===== config.mk =====
export PLATFORM = sky130hd
export DESIGN_NAME = iob_bus_split
export DESIGN_NICKNAME = d
export VERILOG_FILES = /design/src/rtl/iob_bus_split.sv
export SDC_FILE = /design/constraint.sdc
export NUM_CORES = 1
export LEC_CHECK = 0
export BUFFER_PORTS_ARGS = -buffer_cell sky130_fd_sc_hd__buf_2
export CAP_MARGIN = 20
export CORE_AREA = 5 5 117 119
export CTS_CLUSTER_DIAMETER = 100
export DETAILED_ROUTE_END_ITERATION = 10
export DIE_AREA = 0 0 122 124
export HOLD_SLACK_MARGIN = 0.03
export PLACE_DENSITY_LB_ADDON = 0.1
export SYNTH_ARGS = -nofsm -noshare
export SYNTH_HDL_FRONTEND = slang
export SYNTH_SLANG_ARGS = --single-unit

===== constraint.sdc =====
create_clock -name clk -period 2.7 [get_ports clk]
set_input_delay 0.135 -clock clk [delete_from_list [all_inputs] [get_ports clk]]
set_output_delay 0.135 -clock clk [all_outputs]
set_load 0.03 [all_outputs]

===== src/rtl/iob_bus_split.sv =====
// iob_bus_split: routes one CPU IOb request port to 2**SEL_W slaves using an
// address select field, and steers the selected slave's response back.
// Reads are tracked one at a time; a read that never returns is terminated by
// a timeout that delivers zero data and raises a sticky err flag.
//
//   state      | meaning
//   -----------+-----------------------------------------------------------
//   ST_IDLE    | request passed to the addressed slave, ready from that slave
//   ST_RD_PEND | read accepted, waiting for rvalid from pend_sel or timeout
module iob_bus_split #(
  parameter int ADDR_W    = 32,
  parameter int DATA_W    = 32,
  parameter int SEL_W     = 1,
  parameter int SEL_MSB   = ADDR_W - 2,
  parameter int TIMEOUT_W = 8,
  localparam int STRB_W   = DATA_W / 8,
  localparam int N_SLAVES = 2 ** SEL_W,
  localparam int REQ_W    = 1 + ADDR_W + DATA_W + STRB_W,
  localparam int RESP_W   = DATA_W + 2
) (
  input  logic                         clk,
  input  logic                         rst,
  input  logic [REQ_W-1:0]             m_req,
  output logic [RESP_W-1:0]            m_resp,
  output logic [N_SLAVES*REQ_W-1:0]    s_req,
  input  logic [N_SLAVES*RESP_W-1:0]   s_resp,
  output logic                         err,
  input  logic                         err_clr
);

  // address field starts just above wdata and wstrb in the request word
  localparam int ADDR_LSB = DATA_W + STRB_W;
  localparam logic [TIMEOUT_W-1:0] TIMER_MAX = '1;

  typedef enum logic [0:0] {
    ST_IDLE    = 1'b0,
    ST_RD_PEND = 1'b1
  } state_e;

  state_e                state_q, state_d;
  logic [SEL_W-1:0]      pend_sel_q, pend_sel_d;
  logic [TIMEOUT_W-1:0]  timer_q, timer_d;
  logic                  err_q, err_d;

  logic                  m_avalid;
  logic [STRB_W-1:0]     m_wstrb;
  logic [SEL_W-1:0]      sel;

  logic [DATA_W-1:0]     s_rdata [N_SLAVES];
  logic [N_SLAVES-1:0]   s_rvalid;
  logic [N_SLAVES-1:0]   s_ready;

  logic [DATA_W-1:0]     m_rdata;
  logic                  m_rvalid;
  logic                  m_ready;

  assign m_avalid = m_req[REQ_W-1];
  assign m_wstrb  = m_req[STRB_W-1:0];
  assign sel      = m_req[ADDR_LSB + SEL_MSB -: SEL_W];

  // unpack each slave's response slice into per-slave fields
  for (genvar k = 0; k < N_SLAVES; k++) begin : g_unpack
    assign s_rdata[k]  = s_resp[k*RESP_W + 2 +: DATA_W];
    assign s_rvalid[k] = s_resp[k*RESP_W + 1];
    assign s_ready[k]  = s_resp[k*RESP_W];
  end

  // next-state, request routing and response steering
  always_comb begin
    state_d    = state_q;
    pend_sel_d = pend_sel_q;
    timer_d    = timer_q;
    err_d      = err_q;
    s_req      = '0;
    m_ready    = 1'b0;
    m_rvalid   = 1'b0;
    m_rdata    = '0;

    // a timeout in the same cycle overrides the clear below
    if (err_clr) begin
      err_d = 1'b0;
    end

    case (state_q)
      ST_IDLE: begin
        s_req[int'(sel)*REQ_W +: REQ_W] = m_req;
        m_ready = s_ready[sel];
        // a zero wstrb marks a read; writes complete without a response
        if (m_avalid && s_ready[sel] && (m_wstrb == '0)) begin
          pend_sel_d = sel;
          timer_d    = '0;
          state_d    = ST_RD_PEND;
        end
      end

      ST_RD_PEND: begin
        m_rdata  = s_rdata[pend_sel_q];
        m_rvalid = s_rvalid[pend_sel_q];
        if (s_rvalid[pend_sel_q]) begin
          // slave data wins even on the terminal timer cycle
          state_d = ST_IDLE;
        end else if (timer_q == TIMER_MAX) begin
          m_rvalid = 1'b1;
          m_rdata  = '0;
          err_d    = 1'b1;
          state_d  = ST_IDLE;
        end else begin
          timer_d = timer_q + 1'b1;
        end
      end

      default: begin
        state_d = ST_IDLE;
      end
    endcase
  end

  // state registers with asynchronous reset
  always_ff @(posedge clk or posedge rst) begin
    if (rst) begin
      state_q    <= ST_IDLE;
      pend_sel_q <= '0;
      timer_q    <= '0;
      err_q      <= 1'b0;
    end else begin
      state_q    <= state_d;
      pend_sel_q <= pend_sel_d;
      timer_q    <= timer_d;
      err_q      <= err_d;
    end
  end

  assign m_resp = {m_rdata, m_rvalid, m_ready};
  assign err    = err_q;

endmodule


* After elaboration in Yosys (flattened, before gate mapping) *
Cells that the tools add are included.

word-level totals
  input port bits = 140
  register bits after elaboration = 11
  logic and storage cells = 51

cells by class
  bitwise gates (word level) = 3
  multipliers = 1
  shifts and indexed selects = 2
  $lt $le $gt $ge = 3
  reduce and logical (&&, ||, !) cells = 5
  equality and inequality tests = 4
  $add $sub $neg = 2
  mux-type cells = 27

operators with widths
  cell                                                                       count
  32-bit 2-to-1 mux                                                          6
  138-bit bitwise AND                                                        1
  138-bit 2-to-1 mux                                                         1
  69-bit by 33-bit variable shift with 138-bit output, first input constant  1
  69-bit by 33-bit indexed part select with 138-bit output                   1
  8-bit negator with 33-bit output                                           1
  8-bit 2-to-1 mux                                                           3
  8-bit case mux with 2 select lines                                         1
  1-bit 2-to-1 mux                                                           15
  8-bit by 1-bit adder with 8-bit output, second input constant              1
  8-bit equality test, second input constant                                 1
  1-bit by 7-bit multiplier with 8-bit output, second input constant         1
  2-bit inequality test, second input constant                               3
  4-bit zero test                                                            1
  1-bit by 2-bit < comparator with 1-bit output, second input constant       2
  3-bit AND reduction                                                        1
  2-bit >= comparator, second input constant                                 1
  1-bit logical AND                                                          2
  1-bit NOT with 2-bit output                                                1
  1-bit case mux with 2 select lines                                         1
  2-bit AND reduction                                                        1
  1-bit NOT                                                                  1

* Logic depth before layout (Yosys ltp) *
Gate-level depths: netlist (run 1).

  depth after elaboration = 7
  gate-level depth with buffers = 6
  gate-level depth less buffers = 5

* Worst setup path before layout (run 1) *
OpenSTA, ideal clock, no wires.

  path type = reg-to-output
  from = register timer_q[0]
  to = output m_resp[10]
  arrival time = 1.731 ns
  stages on the path, launching flop included = 7
  setup slack = 0.834 ns
  data required time = 2.565 ns
  path through = dfrtp_1 > ha_1 > and4_1 > nand3_1 > o21ai_1 > clkbuf_1 > nor2_1

on the way
  cells in the longest elaborated chain, start to end = 4

ends and longest elaborated chain
  what                      line  RTL
  start: declaration        42    logic [TIMEOUT_W-1:0] timer_q, timer_d;
  start signal: assignment  128   timer_q <= timer_d;
  8-bit equality test       102   end else if (timer_q == TIMER_MAX) begin
  32-bit 2-to-1 mux         102
  32-bit 2-to-1 mux         99    if (s_rvalid[pend_sel_q]) begin
  32-bit 2-to-1 mux         84    case (state_q)
  end: declaration          24    output logic [RESP_W-1:0] m_resp,

Every way passes these cells.

* Worst setup path after layout (run 1) *
  from = register timer_q[0]
  to = output m_resp[26]

Same word-level chain as after synthesis.

==> flow_summary.yaml, run 1 <==
synth:
  synth_cell_type_count: 34
  synthSimpleGateAreaFrac_pct: 54.4
  ys_seq_elements: 11
  syn_inst: 294
  synth_area_um2: 2050
  postSynthAreaPerCell_um2: 6.96
  synthAdderAreaFrac_pct: 0.612
  synth_xor_xnor_area_share_pct: 0
  synth.net_count: 435
  yosysSeqAreaShare_pct: 13.5
  synthMuxAreaShare_pct: 18.9
  synth-compound-area-share_pct: 5.14
  synth_top_family_by_area: "simple AND/OR/NAND/NOR gates"
  yosysWarnings: 0
sta:
  holdWs_ns: 0.0919
  rsz0062_at_grt: "no"
  fin_tns_setup_ns: 0
  setup_viol: 0
  hold_viol_final: 0
  period_needed_ns: 2.18
  relSlewSlack_pct: 63.2
  period_share_pct: 80.6
  finClkSkew_ns: 0.000731
  tightest_slew_ns: 0.552
  drv_slew: 0
  setup_ws_ns: 0.524
  fmax_ghz: 0.459
finish:
  drive_gt1_share_pct: 55.7
  mostFrequentLayoutCell: "buf_2"
  most-common-layout-cells: "311 x buf_2, 135 x and2_1, 36 x mux2i_1"
  fillers: 1386
  final_util_pct: 30.9
  syn2layout_area_growth_pct: 88.1
  antenna_cells: 0
  nets: 731
global_route:
  grt_pass1_wl_um: 15900
  grt_max_degree: 59
  grt_pass1_vias: 3068
  grt_overflow: 0
  use_met1_pct: 13.2
  met2_usage_pct: 25.1
  gr-usage-all-layers_pct: 13.1
  antenna_found_initial: 1
  grtUsageMet3_pct: 5.68
  busiest_layer: "met2"
die:
  floorplan.die.height_um: 124
  initial_core_util_pct: 16.4
  die_w_um: 122
  core_um2: 12500
  ioPinCount: 313
  die_area_um2: 15100
  rows: 41
placed_design:
  pre_cts_slack_ns: 0.774
  io_buffers: 311
  gp_congestion: 0.774
  dp_hpwl_um: 9990
clock_network:
  clk_latency_ns: 0.24
  cts_made_buffers: 3
  ctsResizeCount: 0
  clock_path_buffers: 2
  clk_pin_slew_ns: 0.04
  htreeDepth: 1
  cts_tree: "done"
  cts_setup_buffers: 0
  hold_buffers: 1
  clkSinkCount: 11
  cts_root_buf: "clkbuf_16"
worst_setup_path:
  endpoint_kind: "output port"
  cp.required_ns: 2.57
  crit_start: "timer_q[0]"
  path_max_fanout: 32
  setup.worst_path.end: "m_resp[26]"
  r2r_setup_slack_ns: 0.76
  arrival_ns: 2.04
  r2r_start: "state_q"
  rr_endpoint: "timer_q[7]"
  path_class: "reg -> out"
  r2r_cells: 4
  cp-start-kind: "flip-flop"
routing:
  drtIter0Drc: 40
  wl_per_cell_um: 15.1
  dr.pass1.iters: 4
  ant_nets: 0
  vias_per_cell: 4.07
  vias: 3094
  wl_um: 11500
  drc: 0
power:
  power_frac_comb_pct: 63.3
  swShare_pct: 46.5
  power_density_nw_per_um2: 342
  ir_drop_uv: 156
  power.internal_mw: 0.704
  power.share.sequential_pct: 16.4
  power_leakage_nw: 2.31
  clockPowerShare_pct: 20.3
  power.switching_mw: 0.613
flow_run:
  maxCapViolations: 0
hold_path:
  min_from: "err_clr"
  min_path_type: "in -> reg"
outcome:
  status: "finished, final reports clean"
registers in the layout, summed over array words and instances, names as in the netlist:
register / cells
err: 1
pend_sel_q: 1
state_q: 1
timer_q: 8
cell usage after synthesis:
cell type	number	area (um^2)
a21oi_1	2	10.0
a22oi_1	2	15.0
a2bb2oi_1	2	17.5
a311o_1	1	10.0
a311oi_1	1	8.76
and2_1	135	845
and2_2	2	15.0
and3_1	3	18.8
and4_1	1	8.76
buf_1	3	11.3
buf_2	2	10.0
buf_4	3	22.5
buf_6	1	11.3
clkbuf_1	18	67.6
conb_1	1	3.75
dfrtp_1	11	275
ha_1	1	12.5
inv_1	7	26.3
mux2_2	1	11.3
mux2_4	1	15.0
mux2i_1	36	360
nand2_1	6	22.5
nand3_1	6	30.0
nand4_1	2	12.5
nor2_1	35	131
nor2b_1	1	6.26
o21ai_0	3	15.0
o21ai_1	1	5.00
o221ai_1	1	8.76
o22ai_1	1	6.26
o32ai_1	1	8.76
or3_1	1	6.26
or4_1	1	7.51
or4b_1	1	10.0
worst max-delay path: stages (launching register included):
cell and delay, ns:
dfrtp_1 0.37, ha_1 0.21, and4_1 0.28, nand3_1 0.17, o21ai_2 0.16, buf_4 0.32
nor2_1 0.09, buf_2 0.19
per-stage QoR:
stage,cell area (um^2),power (mW),cells
final,3850,1.32,761
after floorplan,2050,0.770,294
after global routing,3850,1.41,761
after detailed placement,3760,1.07,756
after global placement,3760,1.07,756
after CTS,3850,1.34,761
cell families after synthesis:
group | Yosys count
AO/OA/AOI/OAI | 15
multiplexers | 38
AND/OR/NAND/NOR | 194
adder cells (fa/ha/maj) | 1
flip-flops | 11
other | 1
buffers and inverters | 34
worst min path at each step:
stage                      end  cells past startpoint
detailed placement  timer_q[5]                      2
floorplan                  err                      1
global route               err                      2
finish                     err                      2
CTS                        err                      2
global placement    timer_q[5]                      2
power groups by stage:
stage	sequential (mW)	combinational [mW]	clock (mW)
global route	0.223	0.904	0.284
detailed placement	0.219	0.848	0
CTS	0.217	0.851	0.276
floorplan	0.210	0.560	0
global placement	0.219	0.850	0
finish	0.216	0.834	0.267
per-layer routing:
metal / vias to the layer above / part of all wire [%]
met1: 1351 / 33
met4: 2 / 1.6
li1: 1531 / -
met3: 16 / 14
met5: - / 0.11
met2: 194 / 52
final cells by class:
class                   count  area, um^2  share of cell area [%]
inverters                   7        26.3                   0.683
well taps                 172         215                    5.59
multi-input cells         249        1640                    42.6
repair buffers            318        1610                    41.9
clock buffers               4        78.8                    2.05
flip-flops and latches     11         277                    7.18
No activity file was read; power rests on OpenSTA's default activity.
==> run 2, diff against run 1 <==
- clock period: 2.7 -> 1.78 ns (I/O delays scaled with it)
==> flow_summary.yaml, run 2 (synthesized netlist as in run 1, its figures left out) <==
routing:
  drtIter0Drc: 110
  vias_per_cell: 4.09
  ant_nets: 0
  vias: 3185
  wl_per_cell_um: 16.9
  drc: 0
  dr.pass1.iters: 4
  wl_um: 13200
die:
  die_area_um2: 15100
  rows: 41
  floorplan.die.height_um: 124
  ioPinCount: 313
  core_um2: 12500
  initial_core_util_pct: 16.4
  die_w_um: 122
hold_path:
  min_path_type: "in -> reg"
worst_setup_path:
  rr_endpoint: "timer_q[7]"
  r2r_cells: 5
  path_max_fanout: 16
  path_class: "reg -> out"
  crit_start: "timer_q[0]"
  cp-start-kind: "flip-flop"
  setup.worst_path.end: "m_resp[7]"
  r2r_setup_slack_ns: 0.03
  cp.required_ns: 1.69
  endpoint_kind: "output port"
  arrival_ns: 1.77
  r2r_start: "timer_q[0]"
power:
  power_leakage_nw: 2.44
  power_density_nw_per_um2: 507
  ir_drop_uv: 258
finish:
  antenna_cells: 0
  regMostFlops: "timer_q"
  design_area_um2: 4220
  most-common-layout-cells: "278 x buf_2, 135 x and2_1, 46 x buf_4"
  syn2layout_area_growth_pct: 106
  nets: 749
  mostFrequentLayoutCell: "buf_2"
  drive_gt1_share_pct: 58.5
  fin_cells: 779
  largest_register_ffs: 8
  final_util_pct: 33.8
sta:
  setup_ws_ns: -0.0821
  rsz0062_at_grt: "yes"
  finClkSkew_ns: 0.000802
  drv_slew: 0
  hold_viol_final: 0
  period_needed_ns: 1.86
  fmax_ghz: 0.537
  setup_viol: 32
  period_share_pct: 105
  holdWs_ns: 0.0509
global_route:
  grt_max_degree: 39
  grt_pass1_vias: 3159
  grt_overflow: 0
  grt_pass1_wl_um: 17900
  antenna_found_initial: 1
  gr-usage-all-layers_pct: 15.2
placed_design:
  dp.cells: 767
  gp_congestion: 0.826
  placed_cell_area_um2: 3890
  io_buffers: 311
  pre_cts_slack_ns: -0.0235
  dp_hpwl_um: 11100
clock_network:
  cts_root_buf: "clkbuf_16"
  cts_made_buffers: 3
  clk_pin_slew_ns: 0.04
  htreeDepth: 1
  clk_latency_ns: 0.24
  clock_path_buffers: 2
  cts_tree: "done"
  clkSinkCount: 11
outcome:
  violations: "negative setup slack"
  status: "finished with violations"
flow_run:
  maxCapViolations: 0
-- run 2: what timing repair did --
item / CTS / global route
pin swaps: 2 / 1
hold buffers: 1 / 0
endpoints found under the hold margin: 11 / 0
resized for setup: 47 / 5
setup buffers: 3 / 2
cloned: 2 / 0
endpoints found under the setup margin: 35 / 99
-- run 2: cell type report --
cell class                 instances  area (um^2)
fill                            1407         8250
timing repair buffer             336         1940
multi-input combinational        249         1680
sequential                        11          277
tap                              172          215
clock buffer                       4         78.8
inverter                           7         26.3
-- run 2: power by group --
part           internal, mW  switching, mW
clock network         0.302          0.118
logic                 0.548          0.848
registers             0.291         0.0320
-- run 2: worst min-delay path by stage --
stage          end  slack (ns)  depth (start not counted)     from
2_1_floorplan  err       -0.06                          1      rst
3_3_place_gp   err        0.12                          2      rst
3_5_place_dp   err        0.12                          2      rst
4_1_cts        err        0.05                          2  err_clr
5_1_grt        err        0.05                          2  err_clr
6_report       err        0.05                          2  err_clr
-- run 2: worst max-delay path, cell delays in order, from the launching register on --
cell and delay (ns):
dfrtp_1 0.38, ha_1 0.21, and4_4 0.20, nand3_4 0.09, o21ai_4 0.06, buf_4 0.15, buf_16 0.15, nor2_1 0.11
buf_4 0.17
-- run 2: through the flow --
stage | power [mW] | TNS (ns)
final | 2.14 | -2.34
after detailed placement | 1.69 | -0.0383
after floorplan | 1.17 | -1.21
after CTS | 2.16 | -2.26
after global routing | 2.27 | -4.93
after global placement | 1.68 | -0.102
-- run 2: layer usage --
layer / GRT usage [%] / vias to the layer above / routed length (um)
met5: 0 / - / 7
li1: - / 1566 / -
met2: 27.5 / 192 / 6700
met4: 1.96 / 2 / 95
met3: 5.00 / 10 / 1440
met1: 17.9 / 1415 / 4910
==> run 3, diff against run 2 <==
- RECOVER_POWER: not set -> 25
==> flow_summary.yaml, run 3 (synthesized netlist as in run 1, its figures left out) <==
outcome:
  status: "finished with violations"
  violations: "negative setup slack"
worst_setup_path:
  critPathSlowestCell: "dfrtp_1"
  arrival_ns: 1.77
  path_cells: "ha_1 -> and4_4 -> nand3_4 -> o21ai_4 -> buf_4 -> buf_16 -> nor2_1 -> buf_4"
  r2r_setup_slack_ns: 0.03
  endpoint_kind: "output port"
  cp.required_ns: 1.69
  path_class: "reg -> out"
  path_max_fanout: 16
  cp-start-kind: "flip-flop"
  cp_common_cell: "buf_4"
  r2r_cells: 5
  cpPeakStageDelay_ns: 0.38
sta:
  finClkSkew_ns: 0.000853
  fin_tns_setup_ns: -2.39
  fmax_ghz: 0.537
  setup_viol: 32
  setup_ws_ns: -0.0831
  period_needed_ns: 1.86
  drv_slew: 0
  period_share_pct: 105
  hold_viol_final: 0
  rsz0062_at_grt: "yes"
flow_run:
  maxCapViolations: 0
die:
  core_um2: 12500
  ioPinCount: 313
  floorplan.die.height_um: 124
  die_w_um: 122
  rows: 41
  initial_core_util_pct: 16.4
  die_area_um2: 15100
routing:
  wl_per_cell_um: 16.9
  vias: 3199
  dr.pass1.iters: 4
  vias_per_cell: 4.11
  wl_um: 13200
  drtIter0Drc: 93
  drc: 0
  ant_nets: 0
finish:
  mostFrequentLayoutCell: "buf_2"
  drive_gt1_share_pct: 58.0
  fin_cells: 779
  antenna_cells: 0
  largest_register_ffs: 8
  syn2layout_area_growth_pct: 105
  nets: 749
  regMostFlops: "timer_q"
  design_area_um2: 4200
  most-common-layout-cells: "256 x buf_2, 135 x and2_1, 44 x buf_4"
power:
  power_density_nw_per_um2: 509
  power_leakage_nw: 2.42
  power_mw: 2.14
  ir_drop_uv: 258
clock_network:
  htreeDepth: 1
  clk_pin_slew_ns: 0.04
  clock_path_buffers: 2
  cts_root_buf: "clkbuf_16"
  cts_made_buffers: 3
  cts_tree: "done"
  clkSinkCount: 11
  clk_latency_ns: 0.24
global_route:
  busiest_layer: "met2"
  gr-usage-all-layers_pct: 15.2
  use_met1_pct: 17.9
  met2_usage_pct: 27.5
  grt_overflow: 0
  grt_pass1_vias: 3159
  antenna_found_initial: 1
  grtUsageMet3_pct: 5.00
  grt_pass1_wl_um: 17900
  grt_max_degree: 39
placed_design:
  placed_cell_area_um2: 3890
  dp_hpwl_um: 11100
  pre_cts_slack_ns: -0.0235
  io_buffers: 311
  dp.cells: 767
  gp_congestion: 0.826
hold_path:
  holdPathStages: 2
  min_path_type: "in -> reg"
run 3: stage by stage:
step | utilization [%] | hold WS, ns
after floorplan | - | -0.0586
after global placement | 31.2 | 0.119
after detailed placement | 31.2 | 0.123
after CTS | 33.6 | 0.0458
after global routing | 33.7 | 0.0547
final | 33.7 | 0.0503
run 3: repair_timing:
item                                    in CTS  in global routing
hold buffers                                 1                  0
pin swaps                                    2                  1
resized for setup                           47                  5
hold endpoints to repair                    11                  0
gates cloned                                 2                  0
setup buffers                                3                  2
endpoints found under the setup margin      35                 99
run 3: where the power goes:
group / leakage, nW / internal (mW) / switching, mW
logic: 2.23 / 0.543 / 0.849
registers: 0.144 / 0.291 / 0.0321
clock network: 0.0382 / 0.302 / 0.119
run 3: cell type report:
| type | instances | area, um^2 |
|---|---|---|
| multi-input cells | 249 | 1680 |
| clock buffers | 4 | 78.8 |
| repair buffers | 336 | 1920 |
| well taps | 172 | 215 |
| fillers | 1406 | 8260 |
| inverters | 7 | 26.3 |
| flip-flops and latches | 11 | 277 |
run 3: metal layers:
| layer | part of all wire (%) | vias up | wire length [um] |
|---|---|---|---|
| met5 | 0.099 | - | 13 |
| li1 | - | 1566 | - |
| met2 | 51 | 194 | 6650 |
| met4 | 0.72 | 2 | 95 |
| met3 | 11 | 10 | 1450 |
| met1 | 38 | 1427 | 4950 |
run 3: critical path: cells and delay by family (launching register included):
kind            cells  cell delay [ns]
simple gates        3             0.40
compound gates      1             0.06
flops               1             0.38
fa+ha+maj           1             0.21
buf+inv             3             0.47
run 3: worst paths after layout:
| check | from | end |
|---|---|---|
| worst min-delay path | err_clr | err |
| min in group asynchronous | rst | timer_q[2] |
| worst min register to register | timer_q[1] | timer_q[1] |
| max in group asynchronous | rst | pend_sel_q |
| worst max register to register | timer_q[0] | timer_q[7] |
| worst max-delay path | timer_q[0] | m_resp[7] |
